==> src/rtl/retire_stage_if.sv <==
// Retire-stage package (ROB exit packet) and ROB/retire interface.
// Ports: rob_outputs/outputs_valid in; retire counts, free/arch writes, flush, halted out.
`ifndef N
`define N 3
`endif
`ifndef PHYS_REG_SZ
`define PHYS_REG_SZ 64
`endif

package retire_pkg;
  localparam int PR_W = $clog2(`PHYS_REG_SZ);

  typedef struct packed {
    logic            complete;
    logic            mispredict;
    logic            halt;
    logic            has_dest;
    logic [PR_W-1:0] t;
    logic [PR_W-1:0] t_old;
  } rob_exit_packet_t;
endpackage

interface retire_stage_if
  import retire_pkg::*;
#(
  parameter int N       = `N,
  parameter int PR_BITS = PR_W,
  parameter int NSB     = $clog2(N+1)
);
  rob_exit_packet_t [N-1:0]   rob_outputs;
  logic [NSB-1:0]             outputs_valid;
  logic [NSB-1:0]             num_retiring;
  logic [N-1:0]               free_valid;
  logic [N-1:0][PR_BITS-1:0]  free_reg;
  logic [N-1:0]               arch_wr_en;
  logic [N-1:0][PR_BITS-1:0]  arch_wr_t;
  logic                       flush;
  logic                       halted;
  logic [31:0]                retired_count;

  modport master (
    output rob_outputs, outputs_valid,
    input  num_retiring, free_valid, free_reg,
    input  arch_wr_en, arch_wr_t, flush,
    input  halted, retired_count
  );

  modport slave (
    input  rob_outputs, outputs_valid,
    output num_retiring, free_valid, free_reg,
    output arch_wr_en, arch_wr_t, flush,
    output halted, retired_count
  );
endinterface

==> src/rtl/retire_stage.sv <==
// In-order superscalar retire: pops a contiguous complete prefix of the ROB head.
// Ports: clock, reset (sync, active-high), bus (retire_stage_if.slave).
module retire_stage
  import retire_pkg::*;
#(
  parameter  int N               = `N,
  parameter  int PR_BITS         = PR_W,
  localparam int NUM_SCALAR_BITS = $clog2(N+1)
) (
  input logic           clock,
  input logic           reset,
  retire_stage_if.slave bus
);

  typedef enum logic [1:0] {
    RUN    = 2'd0,
    FLUSH  = 2'd1,
    HALTED = 2'd2
  } state_t;

  state_t                     state;
  state_t                     next_state;
  logic [31:0]                count_q;
  logic [N-1:0]               retiring;
  logic [NUM_SCALAR_BITS-1:0] n_ret;
  logic                       flush_c;
  logic                       stop;

  always_ff @(posedge clock) begin
    if (reset) begin
      state   <= RUN;
      count_q <= '0;
    end else begin
      state   <= next_state;
      count_q <= count_q + 32'(n_ret);
    end
  end

  // Walk slots oldest-first; the first incomplete slot or the
  // first halt/mispredict (inclusive) ends the retiring prefix.
  always_comb begin
    next_state = state;
    retiring   = '0;
    n_ret      = '0;
    flush_c    = 1'b0;
    stop       = 1'b0;
    unique case (state)
      RUN: begin
        if (!reset) begin
          for (int i = 0; i < N; i++) begin
            if (!stop) begin
              if (NUM_SCALAR_BITS'(i) < bus.outputs_valid &&
                  bus.rob_outputs[i].complete) begin
                retiring[i] = 1'b1;
                n_ret       = n_ret + NUM_SCALAR_BITS'(1);
                // halt wins over mispredict
                if (bus.rob_outputs[i].halt) begin
                  stop       = 1'b1;
                  next_state = HALTED;
                end else if (bus.rob_outputs[i].mispredict) begin
                  stop       = 1'b1;
                  flush_c    = 1'b1;
                  next_state = FLUSH;
                end
              end else begin
                stop = 1'b1;
              end
            end
          end
        end
      end
      FLUSH:   next_state = RUN;
      HALTED:  next_state = HALTED;
      default: next_state = RUN;
    endcase
  end

  always_comb begin
    for (int i = 0; i < N; i++) begin
      bus.free_valid[i] = retiring[i] & bus.rob_outputs[i].has_dest;
      bus.arch_wr_en[i] = retiring[i] & bus.rob_outputs[i].has_dest;
      bus.free_reg[i]   = bus.rob_outputs[i].t_old;
      bus.arch_wr_t[i]  = bus.rob_outputs[i].t;
    end
  end

  assign bus.num_retiring  = n_ret;
  assign bus.flush         = flush_c;
  assign bus.halted        = (state == HALTED);
  assign bus.retired_count = count_q;

endmodule

==> src/flat_wrapper.sv <==
// flat-port wrapper written by rule: the top's interface ports become plain ports
module retire_stage_flat import retire_pkg::*;
#(
  parameter  int N               = `N,
  parameter  int PR_BITS         = PR_W,
  localparam int NUM_SCALAR_BITS = $clog2(N+1)
)
  (clock, reset, bus_rob_outputs, bus_outputs_valid, bus_num_retiring, bus_free_valid, bus_free_reg, bus_arch_wr_en, bus_arch_wr_t, bus_flush, bus_halted, bus_retired_count);
  retire_stage_if #(.N(N), .PR_BITS(PR_BITS)) bus_i ();
  input logic clock;
  input logic reset;
  input wire logic [$bits(bus_i.rob_outputs)-1:0] bus_rob_outputs;
  input wire logic [$bits(bus_i.outputs_valid)-1:0] bus_outputs_valid;
  output wire logic [$bits(bus_i.num_retiring)-1:0] bus_num_retiring;
  output wire logic [$bits(bus_i.free_valid)-1:0] bus_free_valid;
  output wire logic [$bits(bus_i.free_reg)-1:0] bus_free_reg;
  output wire logic [$bits(bus_i.arch_wr_en)-1:0] bus_arch_wr_en;
  output wire logic [$bits(bus_i.arch_wr_t)-1:0] bus_arch_wr_t;
  output wire logic [$bits(bus_i.flush)-1:0] bus_flush;
  output wire logic [$bits(bus_i.halted)-1:0] bus_halted;
  output wire logic [$bits(bus_i.retired_count)-1:0] bus_retired_count;
  assign bus_i.rob_outputs = bus_rob_outputs;
  assign bus_i.outputs_valid = bus_outputs_valid;
  assign bus_num_retiring = bus_i.num_retiring;
  assign bus_free_valid = bus_i.free_valid;
  assign bus_free_reg = bus_i.free_reg;
  assign bus_arch_wr_en = bus_i.arch_wr_en;
  assign bus_arch_wr_t = bus_i.arch_wr_t;
  assign bus_flush = bus_i.flush;
  assign bus_halted = bus_i.halted;
  assign bus_retired_count = bus_i.retired_count;
  retire_stage #(.N(N), .PR_BITS(PR_BITS)) u_core (.clock(clock), .reset(reset), .bus(bus_i));
endmodule
==> config.mk <==
export PLATFORM = sky130hd
export DESIGN_NAME = retire_stage_flat
export DESIGN_NICKNAME = d
export VERILOG_FILES = /design/src/rtl/retire_stage_if.sv /design/src/rtl/retire_stage.sv /design/src/flat_wrapper.sv
export SDC_FILE = /design/constraint.sdc
export NUM_CORES = 1
export LEC_CHECK = 0
export BUFFER_PORTS_ARGS = -buffer_cell sky130_fd_sc_hd__buf_2
export CAP_MARGIN = 20
export CORE_UTILIZATION = 46
export CTS_CLUSTER_DIAMETER = 100
export DETAILED_ROUTE_END_ITERATION = 8
export PLACE_DENSITY = 0.86
export SKIP_CTS_REPAIR_TIMING = 1
export SLEW_MARGIN = 20
export SYNTH_ARGS = -nofsm -noshare
export SYNTH_HDL_FRONTEND = slang
export SYNTH_SLANG_ARGS = --single-unit
==> constraint.sdc <==
create_clock -name clock -period 5.4 [get_ports clock]
set_input_delay 1.08 -clock clock [delete_from_list [all_inputs] [get_ports clock]]
set_output_delay 1.08 -clock clock [all_outputs]
set_load 0.01 [all_outputs]
# Word-level counts from Yosys, hierarchy flattened
# Cells that the tools add are included.
# totals
reg_bits,34
inputBits,52
output_inout_bits,78
wordCells,69
# op_classes
addsub,3
order_cmp,3
n_eq_ne,1
muxes,53
bitwise,3
n_reduce_logical,4
# ops
operator,count
2-to-1 mux 2 bit,21
adder 32 x 2 -> 32 bit,1
2-to-1 mux 1 bit,29
2-to-1 mux 3 bit,2
"adder 2 x 1 -> 2 bit, second input constant",2
"less-than comparator 1 x 2 -> 1 bit, first input constant",2
case mux 2 bit (2 select lines),1
bitwise AND 1 bit,3
logical AND 1 bit,3
"equality test 2 bit, second input constant",1
logical NOT 2 bit,1
"less-than comparator 2 bit, first input constant",1

# Depth between registers and ports, before layout
# logic_depth
ltp_word,16
depth_mapped,13
ltp_nobuf,12

# Worst setup path after synthesis
# OpenSTA, ideal clock, no wires.
# synth_timing
path_type,input-to-reg
startpoint,input port bus_rob_outputs[13]
endpoint,"register u_core.count_q[28], in the netlist u_core.bus.retired_count[28]"
setup_ns,0.070
t_arrival_ns,4.151
required_ns,5.330
slack_ns,1.178
path_stages,11
path_buffers,0
path_cell_list,or2_2 > nor4_1 > xor2_1 > nor2_1 > ha_1 > inv_1 > fa_1 > and4b_1 > and4_1 > or4b_2 > a21oi_1
# synth_between
elab_chain_len,13
elab_cells_between_ends,16
cone_classes,add/sub (2); mux (14)
# synth_rtl
element,line_no,text
start: declaration,flat_wrapper.sv:12,input wire logic [$bits(bus_i.rob_outputs)-1:0] bus_rob_outputs;
2-to-1 mux 1 bit *,retire_stage.sv:57,if (bus.rob_outputs[i].halt) begin
2-to-1 mux 1 bit *,retire_stage.sv:52,if (NUM_SCALAR_BITS'(i) < bus.outputs_valid &&
2-to-1 mux 1 bit *,retire_stage.sv:49,if (!reset) begin
2-to-1 mux 1 bit *,retire_stage.sv:47,unique case (state)
2-to-1 mux 2 bit,retire_stage.sv:51,if (!stop) begin
2-to-1 mux 2 bit,retire_stage.sv:49,
2-to-1 mux 2 bit,retire_stage.sv:47,
adder 2 x 1 -> 2 bit,retire_stage.sv:55,n_ret = n_ret + NUM_SCALAR_BITS'(1);
2-to-1 mux 2 bit,retire_stage.sv:52,
2-to-1 mux 2 bit *,retire_stage.sv:51,
2-to-1 mux 2 bit *,retire_stage.sv:49,
2-to-1 mux 2 bit *,retire_stage.sv:47,
via bus_num_retiring[0],flat_wrapper.sv:14,output wire logic [$bits(bus_i.num_retiring)-1:0] bus_num_retiring;
adder 32 x 2 -> 32 bit *,retire_stage.sv:35,count_q <= count_q + 32'(n_ret);
end signal: assignment,retire_stage.sv:35,
end: declaration,retire_stage.sv:23,logic [31:0] count_q;
# The timed path passes the listed nets; every way through them passes the cells marked *. The select of a mux whose other input is x is not followed.
# A chain may end at the register's enable or synchronous reset.

# Final worst setup path
# layout_timing
startpoint,input port bus_rob_outputs[13]
endpoint,"register u_core.count_q[20], in the netlist u_core.bus.retired_count[20]"
# layout_between
elab_chain_len,13
elab_cells_between_ends,16
cone_classes,add/sub (2); mux (14)
# layout_rtl
element,line_no
2-to-1 mux 1 bit *,retire_stage.sv:57
2-to-1 mux 1 bit *,retire_stage.sv:52
2-to-1 mux 1 bit *,retire_stage.sv:49
2-to-1 mux 1 bit *,retire_stage.sv:47
2-to-1 mux 2 bit,retire_stage.sv:51
2-to-1 mux 2 bit,retire_stage.sv:49
2-to-1 mux 2 bit,retire_stage.sv:47
adder 2 x 1 -> 2 bit,retire_stage.sv:55
2-to-1 mux 2 bit,retire_stage.sv:52
2-to-1 mux 2 bit *,retire_stage.sv:51
2-to-1 mux 2 bit *,retire_stage.sv:49
2-to-1 mux 2 bit *,retire_stage.sv:47
adder 32 x 2 -> 32 bit *,retire_stage.sv:35
# Mark *: on every way between the ends. The rest lies on a longest branch, timed or not. The select of a mux whose other input is x is not followed.

==> impl_metrics.ini <==
[route]
drt_iter0_markers = 87
avgViaCountPerCell = 5.656
antenna_left = 0
dr.pass1.iters = 4
wire_per_inst_um = 13.47
vias = 1810
drcViolationCount = 0
route.final.wire_length_mm = 4.309

[power]
power_frac_comb_pct = 5.0
p_sw_mw = 0.1052
power_mw = 0.5064
power.internal_mw = 0.4012
pwr-share-seq_pct = 50.0
ir_drop_uv = 138.2
p_leak_nw = 0.8892
pwr-share-clk_pct = 44.9
power.density_nw_per_um2 = 230.2
netSwitchingFraction_pct = 20.77

[yosys]
synthCells = 251
synthFlopType = dfxtp_1
synth-edff-count = 0
synth_seq_cells = 34
synth.largest_area_cell = dfxtp_1
synth-async-reset-ratio_pct = 0
yosysWarnings = 0
yosysSeqAreaShare_pct = 32.65
avgSynthCellArea_sq_um = 8.305
synthTopCellsByArea = dfxtp_1 (33%), buf_4 (14%), a21oi_1 (5.0%)
synth_area_sq_um = 2084
synthesis.nets = 307
ys_types = 39
synth_top_area_share_pct = 32.65

[clocking]
cts_max_level = 2
cts_inserted_buffers = 5
cts_sinks = 34
cts_root_buf = clkbuf_8
clock_latency_ns = 0.29
cts_buffer_depth = 2
clkTransAtPathRegs_ns = 0.06
cts_tree = done

[sta]
max_slew_margin_pct = 48.94
rsz0062_at_grt = false
setup_tns_ns = 0
finalMaxSlewViolations = 0
fin_crit_sh_pct = 80.56
hold_viol = 0
finalCriticalPeriod_ns = 4.350
tightest_slew_ns = 0.7589
skew_ns = 0.006189
finalSetupViolCount = 0
max_freq_ghz = 0.2299

[setup_path]
cp.required_ns = 5.62
critPathMaxFanout = 13
path_class = primary input to register
start_kind = primary input
cp.arrival_ns = 4.57
end_kind = register

[global_routing]
grt_pass1_wl_mm = 7.362
antenna_found_initial = 0
grt_max_degree = 39
grt_remaining_overflow = 0
grt.total_usage_pct = 18.89
grt_pass1_vias = 1651

[placement]
io_buffers = 57
place_hpwl_mm = 3.061
gp_congestion = 0.8766
place_area_sq_um = 2093
post-place-cells = 312

[layout]
area_growth_pct = 5.522
fin_cells = 320
fin_area_sq_um = 2200
layout-drive-gt1-share_pct = 26.87
final_nets = 323
final_common_cell = buf_2
antenna_cells = 0
layout_common_cells = buf_2 (57), dfxtp_1 (34), a21oi_1 (21), nor2_1 (17), nand2_1 (11)

[die]
die_w_um = 69.32
core_area_sq_um = 4354
fp.dieArea_sq_um = 4805
io_pins = 130
rows = 24
die_y_um = 69.32
start_util_pct = 47.87

[hold_path]
min_path_type = register to register

[run_status]
status = completed

[job]
drv_cap = 0
[synthesized netlist by cell type (5+ instances only)]
cell type and count:
a21oi_1 21, and3_1 7, buf_4 39, clkbuf_1 7, dfxtp_1 34, inv_1 8
nand2_1 11, nand3_1 8, nand4_1 9, nor2_1 17, nor2b_1 6, nor3_1 5
o21ai_0 9, o31ai_1 8, or3_1 8, or4_1 9, xnor2_1 6
[cell families after synthesis]
family,share of synthesized area (%)
AND/OR/NAND/NOR,28.15
buffers and inverters,17.83
AO/OA/AOI/OAI,12.79
flip-flops,32.65
XOR/XNOR,4.201
adder cells (fa/ha/maj),2.761
multiplexers,1.621
[layout make-up]
| cell class | count | area, sq um |
|---|---|---|
| clock inverter | 1 | 30.03 |
| clock buffer | 7 | 76.32 |
| fill | 406 | 2155 |
| multi-input combinational | 161 | 1032 |
| sequential | 34 | 680.7 |
| inverter | 8 | 30.03 |
| timing repair buffer | 57 | 285.3 |
| tap | 52 | 65.06 |
[power groups by stage]
stage	Clock, mW	Combinational (mW)	Sequential (mW)
2_1_floorplan	0	0.0417	0.259
3_3_place_gp	0	0.0250	0.259
3_5_place_dp	0	0.0253	0.259
4_1_cts	0.233	0.0255	0.253
5_1_grt	0.245	0.0283	0.253
6_report	0.228	0.0253	0.253
[per-stage QoR]
stage | utilization, % | hold WS [ns] | worst slack [ns]
floorplan | - | 0.4310 | 1.178
detailed placement | 48.07 | 0.4610 | 0.7574
finish | 50.52 | 0.4750 | 1.050
global route | 50.52 | 0.4938 | 0.7705
CTS | 50.52 | 0.4681 | 1.051
global placement | 48.07 | 0.4525 | 0.9495
[path summary, 6_finish.rpt]
path | depth (start not counted) | start | slack, ns | to
worst max-delay path | 12 | bus_rob_outputs[13] | 1.05 | u_core.bus.retired_count[20]
worst max register to register | 9 | u_core.state[1] | 2.37 | u_core.bus.retired_count[20]
worst min register to register | 1 | u_core.state[0] | 0.47 | u_core.state[1]
worst min-delay path | 1 | u_core.state[0] | 0.47 | u_core.state[1]
[critical path, stage by stage]
cell and delay [ns]:
buf_2 0.12, or2_2 0.32, nor4_1 0.68, xor2_1 0.15, nor2_1 0.15, ha_1 0.18, inv_1 0.05, fa_1 0.40
and4b_1 0.36, nand4_1 0.39, or4_1 0.53, a21oi_1 0.15
[per-layer routing]
layer	global-route usage [%]	share of wire, %	vias up
li1	-	-	893
met1	22.22	44	852
met2	30.10	47	49
met3	7.267	6.9	16
met4	9.070	2.1	0
met5	0	0	-
[state kept, by name (all words and copies together) (netlist names)]
| name | cells |
|---|---|
| u_core.bus.retired_count | 32 |
| u_core.state | 2 |
Note: power is estimated with default switching activity, not from simulation.
